<file path="src/rtl/serial_xs3_codec.sv">
// Bit-serial Excess-3 <-> BCD converter: adds the constant K (1101 or 0011) LSB first, one bit per enabled cycle.
// Optional validity check enabled by defining SERIAL_XS3_CODEC_ERR_EN.
module serial_xs3_codec #(
    parameter int DIGITS = 4
) (
    input  logic Clk,
    input  logic Rst,
    input  logic En,
    input  logic Mode,
    input  logic X,
    output logic Z,
    output logic DigitDone,
    output logic FrameDone,
    output logic Err
);

    localparam int DIGIT_W = (DIGITS > 1) ? $clog2(DIGITS) : 1;
    localparam logic [DIGIT_W-1:0] LAST_DIGIT = DIGIT_W'(DIGITS - 1);

    logic [1:0]         bit_idx_reg;
    logic [DIGIT_W-1:0] digit_idx_reg;
    logic               carry_reg;
    logic               mode_reg;

    logic               frame_start;
    logic               mode_eff;
    logic [3:0]         k_const;
    logic               k_bit;
    logic               carry_in;
    logic               active;
    logic               digit_done;

    // The very first bit of a frame already converts with the incoming Mode.
    assign frame_start = (bit_idx_reg == 2'd0) && (digit_idx_reg == '0);
    assign mode_eff    = frame_start ? Mode : mode_reg;
    assign k_const     = mode_eff ? 4'b0011 : 4'b1101;
    assign k_bit       = k_const[bit_idx_reg];
    assign carry_in    = (bit_idx_reg == 2'd0) ? 1'b0 : carry_reg;
    assign active      = En && !Rst;
    assign digit_done  = active && (bit_idx_reg == 2'd3);

    assign Z         = active && (X ^ k_bit ^ carry_in);
    assign DigitDone = digit_done;
    assign FrameDone = digit_done && (digit_idx_reg == LAST_DIGIT);

    always_ff @(posedge Clk) begin
        if (Rst) begin
            bit_idx_reg   <= 2'd0;
            digit_idx_reg <= '0;
            carry_reg     <= 1'b0;
            mode_reg      <= 1'b0;
        end else if (En) begin
            bit_idx_reg <= bit_idx_reg + 2'd1;
            if (frame_start) begin
                mode_reg <= Mode;
            end
            if (bit_idx_reg == 2'd3) begin
                carry_reg <= 1'b0;
                if (digit_idx_reg == LAST_DIGIT) begin
                    digit_idx_reg <= '0;
                end else begin
                    digit_idx_reg <= digit_idx_reg + DIGIT_W'(1);
                end
            end else begin
                carry_reg <= (X & k_bit) | (X & carry_in) | (k_bit & carry_in);
            end
        end
    end

`ifdef SERIAL_XS3_CODEC_ERR_EN
    logic [2:0] hist_reg;
    logic [3:0] digit_val;
    logic       invalid;

    genvar gi;
    generate
        for (gi = 0; gi < 3; gi++) begin : g_hist
            always_ff @(posedge Clk) begin
                if (Rst) begin
                    hist_reg[gi] <= 1'b0;
                end else if (En && (bit_idx_reg == 2'(gi))) begin
                    hist_reg[gi] <= X;
                end
            end
        end
    endgenerate

    // Bit 3 arrives live on X, so the full digit is only visible in the DigitDone cycle.
    always_comb begin
        digit_val = {X, hist_reg};
        if (mode_eff) begin
            invalid = digit_val > 4'd9;
        end else begin
            invalid = (digit_val < 4'd3) || (digit_val > 4'd12);
        end
    end

    assign Err = digit_done && invalid;
`else
    assign Err = 1'b0;
`endif

endmodule
</file>
<file path="config.mk">
export PLATFORM = sky130hd
export DESIGN_NAME = serial_xs3_codec
export DESIGN_NICKNAME = d
export VERILOG_FILES = /design/src/rtl/serial_xs3_codec.sv
export SDC_FILE = /design/constraint.sdc
export NUM_CORES = 1
export LEC_CHECK = 0
export CAP_MARGIN = 15
export CELL_PAD_IN_SITES_DETAIL_PLACEMENT = 1
export CELL_PAD_IN_SITES_GLOBAL_PLACEMENT = 1
export CORE_AREA = 2 2 39 41
export DETAILED_ROUTE_END_ITERATION = 8
export DIE_AREA = 0 0 41 43
export GPL_TIMING_DRIVEN = 0
export PLACE_DENSITY_LB_ADDON = 0.1
export SETUP_SLACK_MARGIN = 0.15
export SYNTH_ARGS = -nofsm -noshare
export SYNTH_HDL_FRONTEND = slang
export SYNTH_SLANG_ARGS = --single-unit
</file>
<file path="constraint.sdc">
create_clock -name Clk -period 2.85 [get_ports Clk]
set_clock_uncertainty 0.05 [all_clocks]
set_input_delay 0.285 -clock Clk [delete_from_list [all_inputs] [get_ports Clk]]
set_output_delay 0.285 -clock Clk [all_outputs]
set_load 0.05 [all_outputs]
</file>
==> results of run 1 <==
## worst max-delay path, stage by stage, from the launching register on
cell and delay [ns]:
dfxtp_2 0.35, inv_1 0.05, ha_1 0.21, nand2_1 0.08, mux2i_1 0.22, mux2i_1 0.27
fa_1 0.42, and3b_2 0.21, buf_6 0.15
## worst paths after layout
kind | startpoint | end | cells past startpoint
worst min register to register | carry_reg$_SDFFE_PP0P_ | carry_reg$_SDFFE_PP0P_ | 2
worst max register to register | digit_idx_reg[0]$_SDFFE_PP0P_ | carry_reg$_SDFFE_PP0P_ | 8
worst max-delay path | digit_idx_reg[0]$_SDFFE_PP0P_ | Z | 8
worst min-delay path | En | digit_idx_reg[1]$_SDFFE_PP0P_ | 3
## timing repair
| item | 4_1_cts | 5_1_grt |
|---|---|---|
| pin swaps | 0 | 1 |
| setup endpoints to repair | 1 | 1 |
| resized for setup | 5 | 8 |
## cell families (layout without fill, tap and decap cells)
family,Yosys count,count (layout),share of synthesized area
buf+inv,6,15,0.0877
mux,5,5,0.130
simple gates,17,17,0.231
other cells,1,1,0.00973
xor+xnor,1,1,0.0227
flops,6,6,0.312
compound gates,2,2,0.0260
fa+ha+maj,5,5,0.182
## power by group through the flow
| stage | sequential (W) | clock, W | combinational, W |
|---|---|---|---|
| after floorplan | 0.0000943 | 0 | 0.0000374 |
| after global placement | 0.0000949 | 0 | 0.0000497 |
| after detailed placement | 0.0000955 | 0 | 0.0000514 |
| after CTS | 0.0000940 | 0.0000809 | 0.0000505 |
| after global routing | 0.0000953 | 0.0000881 | 0.0000583 |
| final | 0.0000948 | 0.0000781 | 0.0000516 |
## final cells by class
class,count,area share
multi-input combinational,31,0.471
clock buffer,3,0.0453
sequential,6,0.252
timing repair buffer,6,0.123
tap,16,0.0403
buffer,2,0.0378
inverter,4,0.0302
## cells in the final DEF, fill, tap and decap left out, drive strengths merged
cell type / count
nor2: 6
ha: 4
conb: 1
dfxtp: 6
nand3b: 1
inv: 4
xnor2: 1
clkdlybuf4s50: 5
fa: 1
buf: 3
clkbuf: 3
nor2b: 1
and2: 1
nand3: 2
mux2i: 5
and3b: 2
nand2: 3
nand2b: 1
a21oi: 2
## per-layer routing
layer	global-route usage	wire (um)
met2	0.175	395
met3	0.0471	43
met1	0.136	309
met4	0.0800	13
met5	0	0
## through the flow
stage | setup slack (ns) | util
final | 0.314 | 0.359
after global routing | 0.159 | 0.359
after CTS | 0.153 | 0.349
after detailed placement | -0.0703 | 0.336
after global placement | -0.0457 | 0.336
after floorplan | 0.644 | -
==> results.ini, run 1 <==
[outcome]
status = finished clean

[clock_tree]
cts_buffer_depth = 2
hold_buffers = 0
cts_setup_buffers = 0
clk_latency_ns = 0.24
clk_pin_slew_worst_paths_ns = 0.05
cts_tree = built
cts-htree-levels = 1
numCtsBuffers = 3
cts-root-buf = clkbuf_4
numClockSinks = 6

[worst_setup_path]
critPathKind = reg -> out
regToRegSetupSlack_ns = 1.08
cp.arrival_ns = 2.20
crit_path_end_kind = output pin
critical_path_required_ns = 2.52
crit_fanout = 4
cp-start-kind = register

[layout]
fill_cells = 172
regArea_um2 = 125
layout-drive-gt1-share = 0.231
layout.nets = 64
final_area_um2 = 497
diodes = 0
fin_cells = 68
multiInputGateArea_um2 = 234
synthToLayoutAreaGrowth_pct = 28.9

[run]
max-cap-violations = 0

[floorplanning]
die_area_um2 = 1760
fp.dieW_um = 41
start_util = 0.278
num_rows = 14
fp.coreArea_um2 = 1380
io_pins = 9
die_y_um = 43

[timing]
finalSetupViolCount = 0
fmax_ghz = 0.394
setup_tns_ns = 0
min_period_ns = 2.54
rsz0062_at_grt = false
period_share = 0.890
hold_slack_ns = 0.285
hold_viol_final = 0
slew_viol_final = 0

[grt]
grt_pass1_wl_mm = 1.37
grt_max_degree = 10
antenna_found_initial = 0
gr-total-overflow = 0
grt_pass1_vias = 336
grt_usage = 0.120

[synthesis]
synth.distinct_cells = 19
yosysSeqAreaShare = 0.312
yosysTopAreaCellShare = 0.312
ys_top_cells_by_count = 6 x dfxtp_1, 6 x nor2_1, 5 x mux2i_1, 4 x ha_1, 4 x inv_1
async_flop_share = 0
synth_nets = 53
avgSynthCellArea_um2 = 8.96
syn_inst = 43
synth_top_cell_by_area = dfxtp_1
synth_area_leaders = dfxtp_1 31%, ha_1 13%, mux2i_1 13%
synth_area_um2 = 385
yosys_warnings = 0
synth_edf_count = 0
yosys_register_bits = 6
yosys_most_used_dff = dfxtp_1

[detailed_routing]
drc = 0
drtIter0Drc = 8
dr.pass1.iters = 2
drtAntennaViolNets = 0
routed_via_density = 4.56
wl_per_cell_um = 11.2
vias = 310
wl_um = 761

[power]
power_w = 0.000225
clkPwrFrac = 0.348
p_sw_w = 0.0000617
p_comb_frac = 0.230
irDropWorstVdd_mv = 0.186
p_per_area_nw_per_um2 = 452
p_int_w = 0.000163
p_seq_frac = 0.422
p_leak_nw = 0.230
switching_share = 0.275

[place]
dpl-instance-area_um2 = 465
post-place-cells = 65
gp_congestion = 0.700
hpwl_um = 577
io_buffers = 6

[worst_hold_path]
hold_path.class = in -> reg

(Power assumes the default switching activity.)
==> run 2: changes to the inputs <==
--- a/config.mk
+++ b/config.mk
@@ -15,4 +15,5 @@
 export PLACE_DENSITY_LB_ADDON = 0.1
 export SETUP_SLACK_MARGIN = 0.15
+export SLEW_MARGIN = 10
 export SYNTH_ARGS = -nofsm -noshare
 export SYNTH_HDL_FRONTEND = slang
--- a/constraint.sdc
+++ b/constraint.sdc
@@ -3,3 +3,3 @@
 set_input_delay 0.285 -clock Clk [delete_from_list [all_inputs] [get_ports Clk]]
 set_output_delay 0.285 -clock Clk [all_outputs]
-set_load 0.05 [all_outputs]
+set_load 0.01 [all_outputs]
==> run 2 against run 1 <==
Compared with the run above:
- combinational power is 9.1% lower
- power down 1.9%
- critical endpoint unchanged
- global-route usage unchanged
- count of clock-buffer cells in the layout unchanged
- core utilization grew 1.4 points
- clock power grew 2%
- sequential share of layout area is 0.43 points lower
- hold slack got worse by 0.0027 ns
==> results.ini, run 2 (synthesized netlist as in run 1, its figures left out) <==
[clock_tree]
numClockSinks = 6  ; unchanged
clk_pin_slew_worst_paths_ns = 0.05  ; about the same
clk_latency_ns = 0.25  ; was 0.24 ns
cts-htree-levels = 1  ; unchanged
numCtsBuffers = 3  ; unchanged
hold_buffers = 0  ; unchanged
cts_buffer_depth = 2  ; unchanged
cts_tree = built  ; unchanged
cts-root-buf = clkbuf_4  ; unchanged

[floorplanning]
num_rows = 14  ; unchanged
die_y_um = 43  ; unchanged
fp.dieW_um = 41  ; unchanged
start_util = 0.278  ; unchanged
io_pins = 9  ; unchanged
die_area_um2 = 1760  ; unchanged
fp.coreArea_um2 = 1380  ; unchanged

[timing]
hold_viol_final = 0  ; unchanged
finalSetupViolCount = 0  ; unchanged
slew_viol_final = 0  ; unchanged
fmax_ghz = 0.402  ; was 0.394 GHz
setup_tns_ns = 0  ; unchanged
min_period_ns = 2.49  ; was 2.54 ns
rsz0062_at_grt = false  ; unchanged
hold_slack_ns = 0.282  ; was 0.285 ns
period_share = 0.873  ; was 0.890

[layout]
diodes = 0  ; unchanged
final_cell_mix = 6 x nor2_1, 5 x mux2i_1, 5 x clkdlybuf4s50_1, 4 x inv_1, 4 x buf_4  ; was 6 x nor2_1, 5 x mux2i_1, 5 x clkdlybuf4s50_1, 4 x inv_1, 4 x dfxtp_2
synthToLayoutAreaGrowth_pct = 33.8  ; was 28.9%
layout-drive-gt1-share = 0.273  ; was 0.231
layout.nets = 67  ; was 64
final_common_cell = nor2_1  ; unchanged

[detailed_routing]
drtIter0Drc = 5  ; was 8
wl_per_cell_um = 11.1  ; was 11.2 um
dr.pass1.iters = 2  ; unchanged
vias = 319  ; was 310
drtAntennaViolNets = 0  ; unchanged
routed_via_density = 4.49  ; was 4.56
drc = 0  ; unchanged
wl_um = 789  ; was 761 um

[grt]
grt_usage = 0.120  ; unchanged
gr-total-overflow = 0  ; unchanged
antenna_found_initial = 0  ; unchanged
grt_pass1_wl_mm = 1.37  ; unchanged
grt_pass1_vias = 336  ; unchanged
grt_max_degree = 10  ; unchanged

[worst_setup_path]
critPathMaxStageDelay_ns = 0.44  ; was 0.42 ns
cp_slowest_cell = fa_1  ; unchanged
crit_path_cell_trace = inv_1 -> ha_1 -> nand2_1 -> mux2i_1 -> mux2i_1 -> fa_1 -> and3b_2 -> clkbuf_2  ; was inv_1 -> ha_1 -> nand2_1 -> mux2i_1 -> mux2i_1 -> fa_1 -> and3b_2 -> buf_6
critPathKind = reg -> out  ; unchanged
worst-path-buf-inv = 2  ; unchanged
crit_path_end_kind = output pin  ; unchanged
critical_path_required_ns = 2.52  ; about the same
cp.arrival_ns = 2.15  ; was 2.20 ns
crit_fanout = 3  ; was 4
cpMostUsedCell = mux2i_1  ; unchanged
cp-start-kind = register  ; unchanged
path_delay_family = adder cells  ; unchanged

[run]
max-cap-violations = 0  ; unchanged

[outcome]
status = finished clean  ; unchanged

[place]
hpwl_um = 577  ; unchanged
gp_congestion = 0.700  ; unchanged
io_buffers = 6  ; unchanged

[worst_hold_path]
hold_path.class = in -> reg  ; unchanged

[power]
p_leak_nw = 0.244  ; was 0.230 nW
power_w = 0.000220  ; was 0.000225 W
irDropWorstVdd_mv = 0.194  ; was 0.186 mV
p_per_area_nw_per_um2 = 427  ; was 452 nW/um^2

run 2: repair_timing:
| item | in CTS | in global routing |
|---|---|---|
| setup buffers | 0 | 3 |
| cloned | 0 | 0 |
| resized for setup | 5 | 4 |
| pin swaps | 1 | 1 |
| setup endpoints to repair | 1 | 1 |
run 2: worst reg2reg max path, cell delays in order, from the launching register on:
cell and delay [ns]:
dfxtp_2 0.33, inv_1 0.05, ha_1 0.21, nand2_1 0.08, mux2i_1 0.22, mux2i_1 0.12
fa_1 0.39, nand3b_1 0.08, a21oi_1 0.06
run 2: per-stage QoR:
step | cell area [um^2] | setup WS [ns] | util | std cells
6_report | 515 | 0.363 | 0.373 | 71
3_3_place_gp | 465 | 0.177 | 0.336 | 65
4_1_cts | 493 | 0.153 | 0.356 | 68
5_1_grt | 515 | 0.210 | 0.373 | 71
3_5_place_dp | 465 | 0.153 | 0.336 | 65
2_1_floorplan | 385 | 0.731 | - | 43
run 2: worst paths after layout:
kind	endpoint	slack (ns)	from	depth (start not counted)
worst min register to register	carry_reg$_SDFFE_PP0P_	0.43	carry_reg$_SDFFE_PP0P_	2
worst min-delay path	digit_idx_reg[1]$_SDFFE_PP0P_	0.28	En	3
worst max-delay path	Z	0.36	digit_idx_reg[0]$_SDFFE_PP0P_	8
worst max register to register	carry_reg$_SDFFE_PP0P_	1.14	digit_idx_reg[0]$_SDFFE_PP0P_	8
run 2: cell type report:
type | instances | area [um^2]
clock buffer | 3 | 22.5
sequential | 6 | 128
buffer | 2 | 18.8
fill | 173 | 868
timing repair buffer | 9 | 77.6
tap | 16 | 20.0
inverter | 4 | 15.0
multi-input combinational | 31 | 234
run 2: where the power goes:
group | leakage, nW | internal, W | total [W] | switching, W
combinational | 0.179 | 0.0000257 | 0.0000469 | 0.0000212
clock | 0.0138 | 0.0000477 | 0.0000794 | 0.0000317
sequential | 0.0511 | 0.0000899 | 0.0000939 | 0.00000401
run 2: routing by layer:
layer	global-route usage	vias up	wire [um]
met4	0.0800	0	13
met2	0.175	7	413
met5	0	-	0
met1	0.136	149	317
li1	-	161	-
met3	0.0471	2	45
==> run 3: changes to the inputs <==
Settings changed: SETUP_SLACK_MARGIN 0.15 to unset.
==> run 3 against run 2 <==
Compared with the run above:
- design area decreased by 4.4%
- hold slack improved by 0.0084 ns
- setup slack got worse by 0.17 ns
- wire length is 4.1% lower
- power down 1.6%
- cell count down 4.2%
- maximum frequency is 6.3% lower
- global-route usage did not move
- critical endpoint unchanged
- sequential cell count unchanged
==> results.ini, run 3 (synthesized netlist as in run 1, its figures left out) <==
[timing]
min_period_ns = 2.65  ; was 2.49 ns
hold_viol_final = 0  ; unchanged
rsz0062_at_grt = false  ; unchanged
slew_viol_final = 0  ; unchanged
setup_slack_ns = 0.195  ; was 0.363 ns
period_share = 0.931  ; was 0.873
finalSetupViolCount = 0  ; unchanged
fmax_ghz = 0.377  ; was 0.402 GHz
setup_tns_ns = 0  ; unchanged

[detailed_routing]
wl_per_cell_um = 11.1  ; about the same
wl_um = 757  ; was 789 um
drtIter0Drc = 8  ; was 5
routed_via_density = 4.57  ; was 4.49
drtAntennaViolNets = 0  ; unchanged
drc = 0  ; unchanged
dr.pass1.iters = 2  ; unchanged
vias = 311  ; was 319

[floorplanning]
fp.dieW_um = 41  ; unchanged
io_pins = 9  ; unchanged
die_y_um = 43  ; unchanged
start_util = 0.278  ; unchanged
num_rows = 14  ; unchanged
die_area_um2 = 1760  ; unchanged
fp.coreArea_um2 = 1380  ; unchanged

[power]
p_sw_w = 0.0000550  ; was 0.0000568 W
p_seq_frac = 0.438  ; was 0.427
switching_share = 0.254  ; was 0.258
irDropWorstVdd_mv = 0.186  ; was 0.194 mV
p_per_area_nw_per_um2 = 439  ; was 427 nW/um^2
clkPwrFrac = 0.361  ; was 0.360
p_comb_frac = 0.202  ; was 0.213
power_w = 0.000217  ; was 0.000220 W
p_leak_nw = 0.230  ; was 0.244 nW
p_int_w = 0.000162  ; was 0.000163 W

[clock_tree]
hold_buffers = 0  ; unchanged
numClockSinks = 6  ; unchanged
clk_latency_ns = 0.24  ; was 0.25 ns
cts_setup_buffers = 0  ; unchanged
cts-htree-levels = 1  ; unchanged
cts-root-buf = clkbuf_4  ; unchanged
cts_tree = built  ; unchanged
numCtsBuffers = 3  ; unchanged
cts_buffer_depth = 2  ; unchanged
clk_pin_slew_worst_paths_ns = 0.05  ; about the same

[place]
pre_cts_ws_ns = 0.153  ; unchanged
hpwl_um = 577  ; unchanged
gp_congestion = 0.700  ; unchanged
io_buffers = 6  ; unchanged

[worst_setup_path]
critPathKind = reg -> out  ; unchanged
crit_path_end_kind = output pin  ; unchanged
cp.arrival_ns = 2.32  ; was 2.15 ns
cp-start-kind = register  ; unchanged
critical_path_required_ns = 2.52  ; about the same
crit_fanout = 3  ; unchanged

[grt]
gr-total-overflow = 0  ; unchanged
grt_pass1_wl_mm = 1.37  ; unchanged
grt_max_degree = 10  ; unchanged
grt_usage = 0.120  ; unchanged
antenna_found_initial = 0  ; unchanged
grt_pass1_vias = 336  ; unchanged

[layout]
final_cell_mix = 6 x nor2_1, 5 x mux2i_1, 5 x clkdlybuf4s50_1, 4 x inv_1  ; was 6 x nor2_1, 5 x mux2i_1, 5 x clkdlybuf4s50_1, 4 x inv_1, 4 x buf_4
diodes = 0  ; unchanged
layout.nets = 64  ; was 67
synthToLayoutAreaGrowth_pct = 27.9  ; was 33.8%
final_common_cell = nor2_1  ; unchanged
layout-drive-gt1-share = 0.192  ; was 0.273

[run]
max-cap-violations = 0  ; unchanged

[outcome]
status = finished clean  ; unchanged

[worst_hold_path]
hold_path.class = in -> reg  ; unchanged

-- run 3: layout make-up --
cell class | count | area (um^2)
Buffer | 2 | 18.8
Multi-Input combinational cell | 31 | 234
Timing Repair Buffer | 6 | 58.8
Clock buffer | 3 | 22.5
Sequential cell | 6 | 124
Fill cell | 172 | 891
Inverter | 4 | 15.0
Tap cell | 16 | 20.0
-- run 3: final timing paths --
kind	startpoint	endpoint	slack [ns]	cells past startpoint
hold / removal	En	bit_idx_reg[0]$_SDFFE_PP0P_	0.29	3
hold reg to reg	carry_reg$_SDFFE_PP0P_	carry_reg$_SDFFE_PP0P_	0.43	2
setup / recovery	digit_idx_reg[1]$_SDFFE_PP0P_	Z	0.20	8
setup reg to reg	digit_idx_reg[1]$_SDFFE_PP0P_	carry_reg$_SDFFE_PP0P_	1.08	8
-- run 3: routing by layer --
metal  routed length (um)  GRT usage
met5                    0          0
met4                   13     0.0800
met3                   43     0.0471
met2                  391      0.175
met1                  309      0.136
-- run 3: critical path, cell delays in order (launching register included) --
cell and delay [ns]:
dfxtp_1 0.36, inv_1 0.06, ha_1 0.19, nand2_1 0.08
mux2i_1 0.22, mux2i_1 0.27, fa_1 0.42, and3b_2 0.20
dlygate4sd2_1 0.27
-- run 3: power groups by stage --
stage,clock (W),sequential (W),combinational (W)
6_report,0.0000781,0.0000948,0.0000437
4_1_cts,0.0000809,0.0000947,0.0000444
5_1_grt,0.0000882,0.0000953,0.0000504
3_3_place_gp,0,0.0000949,0.0000432
3_5_place_dp,0,0.0000955,0.0000449
2_1_floorplan,0,0.0000943,0.0000309
-- run 3: timing repair --
| item | in CTS | in global routing |
|---|---|---|
| gates resized for setup | 4 | 1 |
| endpoints found under the setup margin | 1 | 1 |
| pin swaps | 0 | 1 |
-- run 3: per-stage QoR --
step	std cells	hold slack, ns	util	instance area, um^2
6_report	68	0.290	0.356	493
5_1_grt	68	0.298	0.356	493
4_1_cts	68	0.293	0.354	490
3_5_place_dp	65	0.419	0.336	465
3_3_place_gp	65	0.402	0.336	465
2_1_floorplan	43	0.304	-	385
